`src/rtl/ascon_tag_unit_pkg.sv`:
```
// Shared types and constants for the ASCON-128 tag handling stage.
package ascon_pack;

    typedef enum logic [1:0] {
        IDLE   = 2'd0,
        STREAM = 2'd1,
        VERIFY = 2'd2,
        DONE   = 2'd3
    } tag_state_t;

    localparam int   TAG_WIDTH = 128;
    localparam logic MODE_ENC  = 1'b0;
    localparam logic MODE_DEC  = 1'b1;

endpackage

```
`src/rtl/ascon_tag_unit.sv`:
```
// ASCON-128 tag stage: captures the finalisation tag, then either streams it
// out MSW-first (encrypt) or compares it in constant time against a received tag (decrypt).
module ascon_tag_unit
    import ascon_pack::*;
#(
    parameter int TAG_W = TAG_WIDTH,
    parameter int BUS_W = 32
) (
    input  logic             clock_i,
    input  logic             resetb_i,
    input  logic             clear_i,
    input  logic             load_en_i,
    input  logic             mode_i,
    input  logic [TAG_W-1:0] tag_i,
    output logic [BUS_W-1:0] out_data_o,
    output logic             out_valid_o,
    input  logic             out_ready_i,
    output logic             out_last_o,
    input  logic [BUS_W-1:0] ref_data_i,
    input  logic             ref_valid_i,
    output logic             ref_ready_o,
    output logic             done_o,
    output logic             tag_ok_o
);

    localparam int NB = TAG_W / BUS_W;
    localparam int CW = (NB > 1) ? $clog2(NB) : 1;

    if ((TAG_W % BUS_W) != 0) begin : g_bad_widths
        $error("ascon_tag_unit: BUS_W must divide TAG_W");
    end

    tag_state_t       state_reg, state_next;
    logic [TAG_W-1:0] tag_reg, tag_next;
    logic             mode_reg, mode_next;
    logic [CW-1:0]    cnt_reg, cnt_next;
    logic [BUS_W-1:0] diff_reg, diff_next;

    logic [BUS_W-1:0] head_word;
    logic [TAG_W-1:0] tag_shifted;
    logic             is_last;

    assign head_word   = tag_reg[TAG_W-1 -: BUS_W];
    assign tag_shifted = tag_reg << BUS_W;
    assign is_last     = (cnt_reg == CW'(NB - 1));

    always_ff @(posedge clock_i or negedge resetb_i) begin
        if (!resetb_i) begin
            state_reg <= IDLE;
            tag_reg   <= '0;
            mode_reg  <= MODE_ENC;
            cnt_reg   <= '0;
            diff_reg  <= '0;
        end else begin
            state_reg <= state_next;
            tag_reg   <= tag_next;
            mode_reg  <= mode_next;
            cnt_reg   <= cnt_next;
            diff_reg  <= diff_next;
        end
    end

    always_comb begin
        state_next  = state_reg;
        tag_next    = tag_reg;
        mode_next   = mode_reg;
        cnt_next    = cnt_reg;
        diff_next   = diff_reg;
        out_data_o  = '0;
        out_valid_o = 1'b0;
        out_last_o  = 1'b0;
        ref_ready_o = 1'b0;
        done_o      = 1'b0;
        tag_ok_o    = 1'b0;

        case (state_reg)
            IDLE, DONE: begin
                if (state_reg == DONE) begin
                    done_o   = 1'b1;
                    tag_ok_o = (mode_reg == MODE_DEC) && (diff_reg == '0);
                end
                if (load_en_i) begin
                    tag_next   = tag_i;
                    mode_next  = mode_i;
                    cnt_next   = '0;
                    diff_next  = '0;
                    state_next = (mode_i == MODE_DEC) ? VERIFY : STREAM;
                end
            end
            STREAM: begin
                out_valid_o = 1'b1;
                out_data_o  = head_word;
                out_last_o  = is_last;
                if (out_ready_i) begin
                    tag_next = tag_shifted;
                    cnt_next = cnt_reg + CW'(1);
                    if (is_last) begin
                        state_next = DONE;
                    end
                end
            end
            VERIFY: begin
                ref_ready_o = 1'b1;
                if (ref_valid_i) begin
                    // Every beat is consumed regardless of earlier mismatches.
                    diff_next = diff_reg | (head_word ^ ref_data_i);
                    tag_next  = tag_shifted;
                    cnt_next  = cnt_reg + CW'(1);
                    if (is_last) begin
                        state_next = DONE;
                        if (diff_next != '0) begin
                            tag_next = '0;
                        end
                    end
                end
            end
            default: state_next = IDLE;
        endcase

        // Abort wins over any capture or handshake in the same cycle.
        if (clear_i) begin
            state_next = IDLE;
            tag_next   = '0;
            mode_next  = MODE_ENC;
            cnt_next   = '0;
            diff_next  = '0;
        end
    end

endmodule

```
`config.mk`:
```
export PLATFORM = sky130hd
export DESIGN_NAME = ascon_tag_unit
export DESIGN_NICKNAME = d
export VERILOG_FILES = /design/src/rtl/ascon_tag_unit_pkg.sv /design/src/rtl/ascon_tag_unit.sv
export SDC_FILE = /design/constraint.sdc
export NUM_CORES = 1
export LEC_CHECK = 0
export BUFFER_PORTS_ARGS = -buffer_cell sky130_fd_sc_hd__buf_2
export CAP_MARGIN = 0
export CORE_ASPECT_RATIO = 1.75
export CORE_MARGIN = 2
export CORE_UTILIZATION = 50
export CTS_BUF_LIST = sky130_fd_sc_hd__clkbuf_4
export DETAILED_ROUTE_END_ITERATION = 10
export PLACE_DENSITY = 0.84
export SYNTH_ARGS = -nofsm -noshare
export SYNTH_HDL_FRONTEND = slang
export SYNTH_SLANG_ARGS = --single-unit
export TNS_END_PERCENT = 30
```
`constraint.sdc`:
```
create_clock -name clock_i -period 2.52 [get_ports clock_i]
set_clock_uncertainty 0.1 [all_clocks]
set_input_delay 0.504 -clock clock_i [delete_from_list [all_inputs] [get_ports clock_i]]
set_output_delay 0.504 -clock clock_i [all_outputs]
set_load 0.005 [all_outputs]
```
==> results by group, run 1 <==
Worst setup path
  – R2R cell count: 6
  – CP arrival: ~1900 ps
  – Worst R2R End: diff_reg[21]$_DFFE_PN0P_
  – Crit Path Max Fanout: 2
  – Slowest-stage cell, CP: dfrtp_1
  – Crit-path max cell delay: 430 ps
  – Flop2flop setup slack: 100 ps
  – Critical path, cell by cell: nor4_4, nand4_1, nor3_2, buf_2
  – Critical R2R Launch: state_reg[0]$_DFFE_PN0P_
  – Critical path required time: between 1500 and 2000 ps
  – Critical Path Source Type: flop
  – Critical path class: reg -> out
  – Setup crit end kind: primary output

Detailed routing
  – Antenna Violating Nets Remaining: 0
  – DRT iter0 DRCs: 770
  – DRT Wirelength: approximately 24000 um
  – Drt drc: 0
  – Drt first pass iters: 5
  – Avg WL per Cell: 17.6 um
  – Vias per inst: just under 6
  – Vias post-DR: a little under 8000

Die
  – Top Ports: between 200 and 250
  – # rows: 62
  – Core area: approximately 16000 sq um
  – Initial Utilization: 0.510
  – Die H: between 150 and 200 um
  – Die Wd: slightly above 100 um
  – Die area: about 18000 sq um

Clock network
  – CTS tree: yes
  – Clock sink total: between 150 and 200
  – Worst skew pair latency: roughly 570 ps
  – Clk root buf: clkbuf_4
  – CTS H-Tree Depth: 4
  – Clock Path Buffers: 2
  – Reg clk slew, reported paths: approximately 150 ps
  – Total CTS buffers: 17

Status
  – Outcome: complete, no violations

Synth
  – Synth unique cells: 33
  – Synth Net Count: around 1100
  – Syn. warnings: 0
  – Main synth FF type: dfrtp_1
  – Post-Syn Area: about 8400 sq um
  – Post-synth EDFFs: 0
  – Syn_area_per_cell: roughly 9.1 sq um
  – #FFs+latches synth: about 170
  – Sequential-to-total area share from yosys stat: 0.492
  – Cells after Synth: roughly 920
  – Synth async-reset ratio: 1.00

Placed design
  – Port bufs: around 200
  – Post-DP Area: about 9700 sq um
  – Pre-CTS setup slack: -40.1 ps
  – Dpl cells: 1289
  – Detailed placement HPWL: between 15000 and 20000 um
  – RD Place Congestion: 0.919

Global route
  – Largest net degree at the start of global routing: between 90 and 100
  – Tot GR Track Use: 0.265
  – Initial antenna violation count: 8
  – GR Layer Usage met1: 0.341
  – Total gr overflow: 0
  – First-pass GRT wire length: between 30000 and 40000 um
  – Gr busiest metal: met2
  – GR Layer Usage met2: 0.424
  – Met3 layer usage reported by global route: 0.0394
  – Number of global-route vias before repair: roughly 7400

Final layout
  – Max FFs per register: roughly 130
  – Final Instance Count excl. Fillers: ~1300
  – Nets: around 1300
  – Share of cells above drive strength 1: 0.257
  – P&R area growth vs syn: 20.4%
  – Design Area, Final: 10100 sq um

STA
  – Setup-failing EPs final: 0
  – Final Hold Vio Count: 0
  – Setup WS post-layout: just under 30 ps
  – Slew HR: 0.196
  – RSZ-0062 raised after global routing: true
  – Min Tclk post-route: around 2500 ps
  – Final period utilization: 0.989
  – Max Clock Freq: between 400 and 500 MHz
  – Worst slew pin tran: between 1000 and 1500 ps
  – Pins over their slew limit: 0
  – Worst hold margin: between 40 and 50 ps

Power and ir drop
  – Power per cell area: 945 nW/um^2
  – Pleak: between 4 and 5 nW
  – Worst vdd ir: slightly above 0.6 mV

Hold path
  – Worst hold endpoint: tag_reg[31]$_DFFE_PN0P_
  – Worst min path class: in -> reg
  – Hold path startpoint: tag_i[31]
  – Hold Path Depth: 3

Job
  – Max Cap Viol: 0
what timing repair did:
action / 4_1_cts / 5_1_grt
gates resized for setup: 8 / 16
setup endpoints to repair: 147 / 87
hold endpoints to repair: 55 / 1
cloned: 0 / 1
hold buffers: 1 / 1
setup buffers: 2 / 1
pin swaps: 0 / 2
power breakdown:
part / switching, W / leakage [nW] / internal [W]
clock network: 0.000964 / 0.116 / 0.000406
registers: 0.000861 / 2.21 / 0.00367
logic: 0.00215 / 2.51 / 0.00150
total: 0.00397 / 4.83 / 0.00557
per-stage QoR:
| step | util | TNS, ps | total power (W) |
|---|---|---|---|
| finish | 0.614 | 0 | 0.00955 |
| global route | 0.614 | -192 | 0.0102 |
| CTS | 0.608 | -50.8 | 0.00942 |
| detailed placement | 0.589 | -389 | 0.00799 |
| global placement | 0.589 | 0 | 0.00784 |
| floorplan | - | 0 | 0.00661 |
critical path: cells and delay by family, from the launching register on:
kind | cells | cell delay [ps]
flops | 1 | 430
simple gates | 3 | 770
buf+inv | 1 | 130
cell families (layout without fill, tap and decap cells):
kind of cell | count (synthesis) | after routing | share of synthesized area
other | 0 | 9 | 0
XOR/XNOR | 32 | 32 | 0.0334
flip-flops | 165 | 165 | 0.492
multiplexers | 1 | 1 | 0.00119
AND/OR/NAND/NOR | 365 | 365 | 0.216
buffers and inverters | 89 | 269 | 0.0470
AO/OA/AOI/OAI | 265 | 265 | 0.202
adder cells (fa/ha/maj) | 5 | 5 | 0.00746
placed cells by master, fill, tap and decap left out, types with 2 or more instances in the layout:
cell type      instances
diode_2                9
a221oi_1              96
nor4_4                 2
buf_12                12
buf_4                 15
and2_1                33
xor2_1                32
inv_1                  4
nor4_1                12
clkbuf_4              18
clkinvlp_4             5
and3_1                96
nor2b_4                2
dlygate4sd3_1          2
nor2_1                37
nand3_1                2
ha_1                   3
inv_6                  4
o31ai_4                2
o21ai_1               53
ha_4                   2
buf_6                  2
dfrtp_1              164
buf_2                202
nor3_2                 2
nand4_1                3
clkinv_4               3
o21ai_0               76
nor4_2                 2
nand2_1              163
a21oi_1               36
cell usage after synthesis (2+ instances only):
cell      instances  area, sq um
a21oi_1          36          180
a221oi_1         96          841
and2_1           33          206
and3_1           97          607
buf_2            18         90.1
buf_6             5         56.3
clkbuf_1         62          233
dfrtp_1         165         4130
ha_1              5         62.6
inv_1             4         15.0
nand2_1         163          612
nand3_1           3         15.0
nand4_1           3         18.8
nor2_1           37          139
nor2b_1           2         12.5
nor2b_4           2         27.5
nor3_1            2         10.0
nor4_1           15         93.8
o21ai_0          85          425
o21ai_1          44          220
o31ai_1           2         15.0
xor2_1           32          280
per-layer routing:
metal,wire length [um],share of wire
met4,1350,0.057
met5,0,0
met2,11800,0.50
met3,1300,0.055
met1,9050,0.38
worst max-delay path by stage:
stage / slack, ps / endpoint / start / depth (start not counted)
finish: 30 / tag_ok_o / diff_reg[19]$_DFFE_PN0P_ / 4
global route: -70 / diff_reg[21]$_DFFE_PN0P_ / state_reg[0]$_DFFE_PN0P_ / 6
CTS: -50 / tag_ok_o / diff_reg[16]$_DFFE_PN0P_ / 4
detailed placement: -40 / diff_reg[21]$_DFFE_PN0P_ / state_reg[0]$_DFFE_PN0P_ / 6
global placement: 30 / tag_reg[109]$_DFFE_PN0P_ / state_reg[0]$_DFFE_PN0P_ / 7
floorplan: 60 / tag_reg[100]$_DFFE_PN0P_ / state_reg[0]$_DFFE_PN0P_ / 10
area by class of cell:
class,count,area (sq um)
repair buffers,234,1430
well taps,224,280
multi-input cells,668,3980
clock inverters,13,103
clock buffers,18,135
inverters,4,15.0
diodes,9,22.5
fillers,1445,6340
flip-flops and latches,165,4130
(Power assumes the default switching activity.)
==> run 2: changes to the inputs <==
==> constraint.sdc (replaced) <==
create_clock -name clock_i -period 2.52 [get_ports clock_i]
set_clock_uncertainty 0.1 [all_clocks]
set_input_delay 0.252 -clock clock_i [delete_from_list [all_inputs] [get_ports clock_i]]
set_output_delay 0.252 -clock clock_i [all_outputs]
set_load 0.005 [all_outputs]
==> run 2 against run 1 <==
  * Critical path depth up 5
  * Clock-buffer cell count down 1
  * Routed wire length up 24%
  * Via count up 16%
  * Largest cell class unchanged
  * Sequential power up 0.9%
  * Non-clock buffer count up 156
  * Total power up 4.6%
==> results by group, run 2 (synthesis gave the netlist of run 1 again) <==
Worst setup path
  – Critical Path Source Type: flop
  – Crit Path Max Fanout: 96
  – CP arrival: around 2800 ps
  – Critical path required time: 2820 ps
  – Critical path class: reg -> reg
  – Buf/Inv on CP: 3
  – Crit-path max cell delay: between 400 and 500 ps
  – Crit path max-delay family: simple AND/OR/NAND/NOR gates
  – Setup crit end kind: flop
  – Slowest-stage cell, CP: dfrtp_2
  – Critical path, cell by cell: inv_1, ha_1, nor2b_4, nor4_4, buf_4, buf_8, and3_1, a221oi_1, o21ai_0

Clock network
  – Reg clk slew, reported paths: 160 ps
  – CTS tree: yes
  – Clk root buf: clkbuf_4
  – Total CTS buffers: 17
  – Clock Path Buffers: 2
  – CTS H-Tree Depth: 4
  – Worst skew pair latency: 560 ps
  – Clock sink total: 165

Global route
  – Number of global-route vias before repair: ~8800
  – First-pass GRT wire length: approximately 45000 um
  – Initial antenna violation count: 6
  – Total gr overflow: 0
  – Largest net degree at the start of global routing: 97
  – Tot GR Track Use: 0.323

Power and ir drop
  – Power per cell area: between 800 and 900 nW/um^2
  – Worst vdd ir: 0.589 mV
  – Pleak: around 5.5 nW

STA
  – Final Hold Vio Count: 0
  – Max Clock Freq: 401 MHz
  – Slew HR: 0.270
  – Post-route setup TNS: 0 ps
  – Setup-failing EPs final: 0
  – Worst slew pin tran: 1090 ps
  – Min Tclk post-route: roughly 2500 ps
  – Final period utilization: 0.990
  – Setup WS post-layout: around 24 ps
  – Pins over their slew limit: 0
  – Worst hold margin: approximately 78 ps

Final layout
  – Nets: around 1400
  – Fillers: about 1200
  – Final Instance Count excl. Fillers: between 1000 and 1500
  – P&R area growth vs syn: 39.0%
  – Commonest cells after routing, fill and taps aside: 202 x buf_2, 165 x dlygate4sd3_1, 163 x nand2_1, 163 x dfrtp_1, 96 x and3_1
  – Commonest non-fill, non-tap cell in the layout: buf_2
  – Max FFs per register: ~130
  – Share of cells above drive strength 1: 0.217
  – Final core occ: 0.709

Detailed routing
  – Metal-1 WL: roughly 10000 um
  – Drt first pass iters: 6
  – Met3 WL post-DR: approximately 2000 um
  – Avg WL per Cell: around 20 um
  – DRT iter0 DRCs: 935
  – Drt drc: 0
  – Antenna Violating Nets Remaining: 0
  – DRT Wirelength: 29100 um
  – Routed wl met2: about 15000 um
  – Top routing layer in use: met4
  – Vias per inst: approximately 6
  – Vias post-DR: roughly 9000

Placed design
  – Detailed placement HPWL: approximately 16000 um
  – Dpl cells: ~1300
  – Pre-CTS setup slack: -23.6 ps
  – RD Place Congestion: ~0.91
  – Port bufs: 203

Job
  – Max Cap Viol: 0

Die
  – Die H: ~180 um
  – Die area: roughly 18000 sq um
  – Die Wd: around 100 um
  – Top Ports: approximately 200
  – # rows: 62
  – Initial Utilization: 0.510
  – Core area: between 15000 and 20000 sq um

Status
  – Outcome: complete, no violations

Hold path
  – Worst min path class: in -> reg
[run 2: worst paths after layout]
check,startpoint,endpoint,slack [ps],depth (start not counted)
worst max-delay path,state_reg[0]$_DFFE_PN0P_,tag_reg[87]$_DFFE_PN0P_,20,9
worst min-delay path,ref_data_i[6],diff_reg[6]$_DFFE_PN0P_,80,4
worst max register to register,state_reg[0]$_DFFE_PN0P_,tag_reg[87]$_DFFE_PN0P_,20,9
worst min register to register,tag_reg[8]$_DFFE_PN0P_,tag_reg[8]$_DFFE_PN0P_,410,2
max in group asynchronous,resetb_i,state_reg[1]$_DFFE_PN0P_,650,3
min in group asynchronous,resetb_i,tag_reg[33]$_DFFE_PN0P_,160,3
[run 2: final cells by class]
type / instances / area (sq um) / share of cell area
antenna: 8 / 20.0 / 0.00172
clock buffer: 17 / 128 / 0.0109
clock inverter: 15 / 138 / 0.0118
inverter: 4 / 15.0 / 0.00129
multi-input combinational: 669 / 3970 / 0.341
sequential: 165 / 4130 / 0.354
tap: 224 / 280 / 0.0240
timing repair buffer: 390 / 2970 / 0.255
[run 2: timing repair]
action / in CTS / in global routing
pin swaps: 1 / 1
cloned: 1 / 0
hold buffers: 165 / 0
buffers inserted: 0 / 4
endpoints found under the hold margin: 329 / 0
setup endpoints to repair: 9 / 127
gates resized for setup: 1 / 11
[run 2: metrics by stage]
stage / power [W] / cell area [sq um]
2_1_floorplan: 0.00661 / 8390
5_1_grt: 0.0105 / 11700
3_3_place_gp: 0.00780 / 9630
3_5_place_dp: 0.00795 / 9630
4_1_cts: 0.00970 / 11600
6_report: 0.00998 / 11700
[run 2: power by group]
group	leakage, nW	switching (W)	internal (W)
sequential	2.21	0.000907	0.00367
combinational	3.15	0.00231	0.00156
clock	0.147	0.00103	0.000515
total	5.51	0.00424	0.00574
[run 2: tightest hold or removal path: cells and delay by family]
family	cells	cell delay (ps)
AND/OR/NAND/NOR	1	50
buffers and inverters	1	80
XOR/XNOR	1	170
AO/OA/AOI/OAI	1	170
[run 2: metal layers]
layer	global-route usage	vias up
met1	0.388	4283
met3	0.0541	141
met2	0.524	571
li1	-	3987
met4	0.214	0
met5	0	-
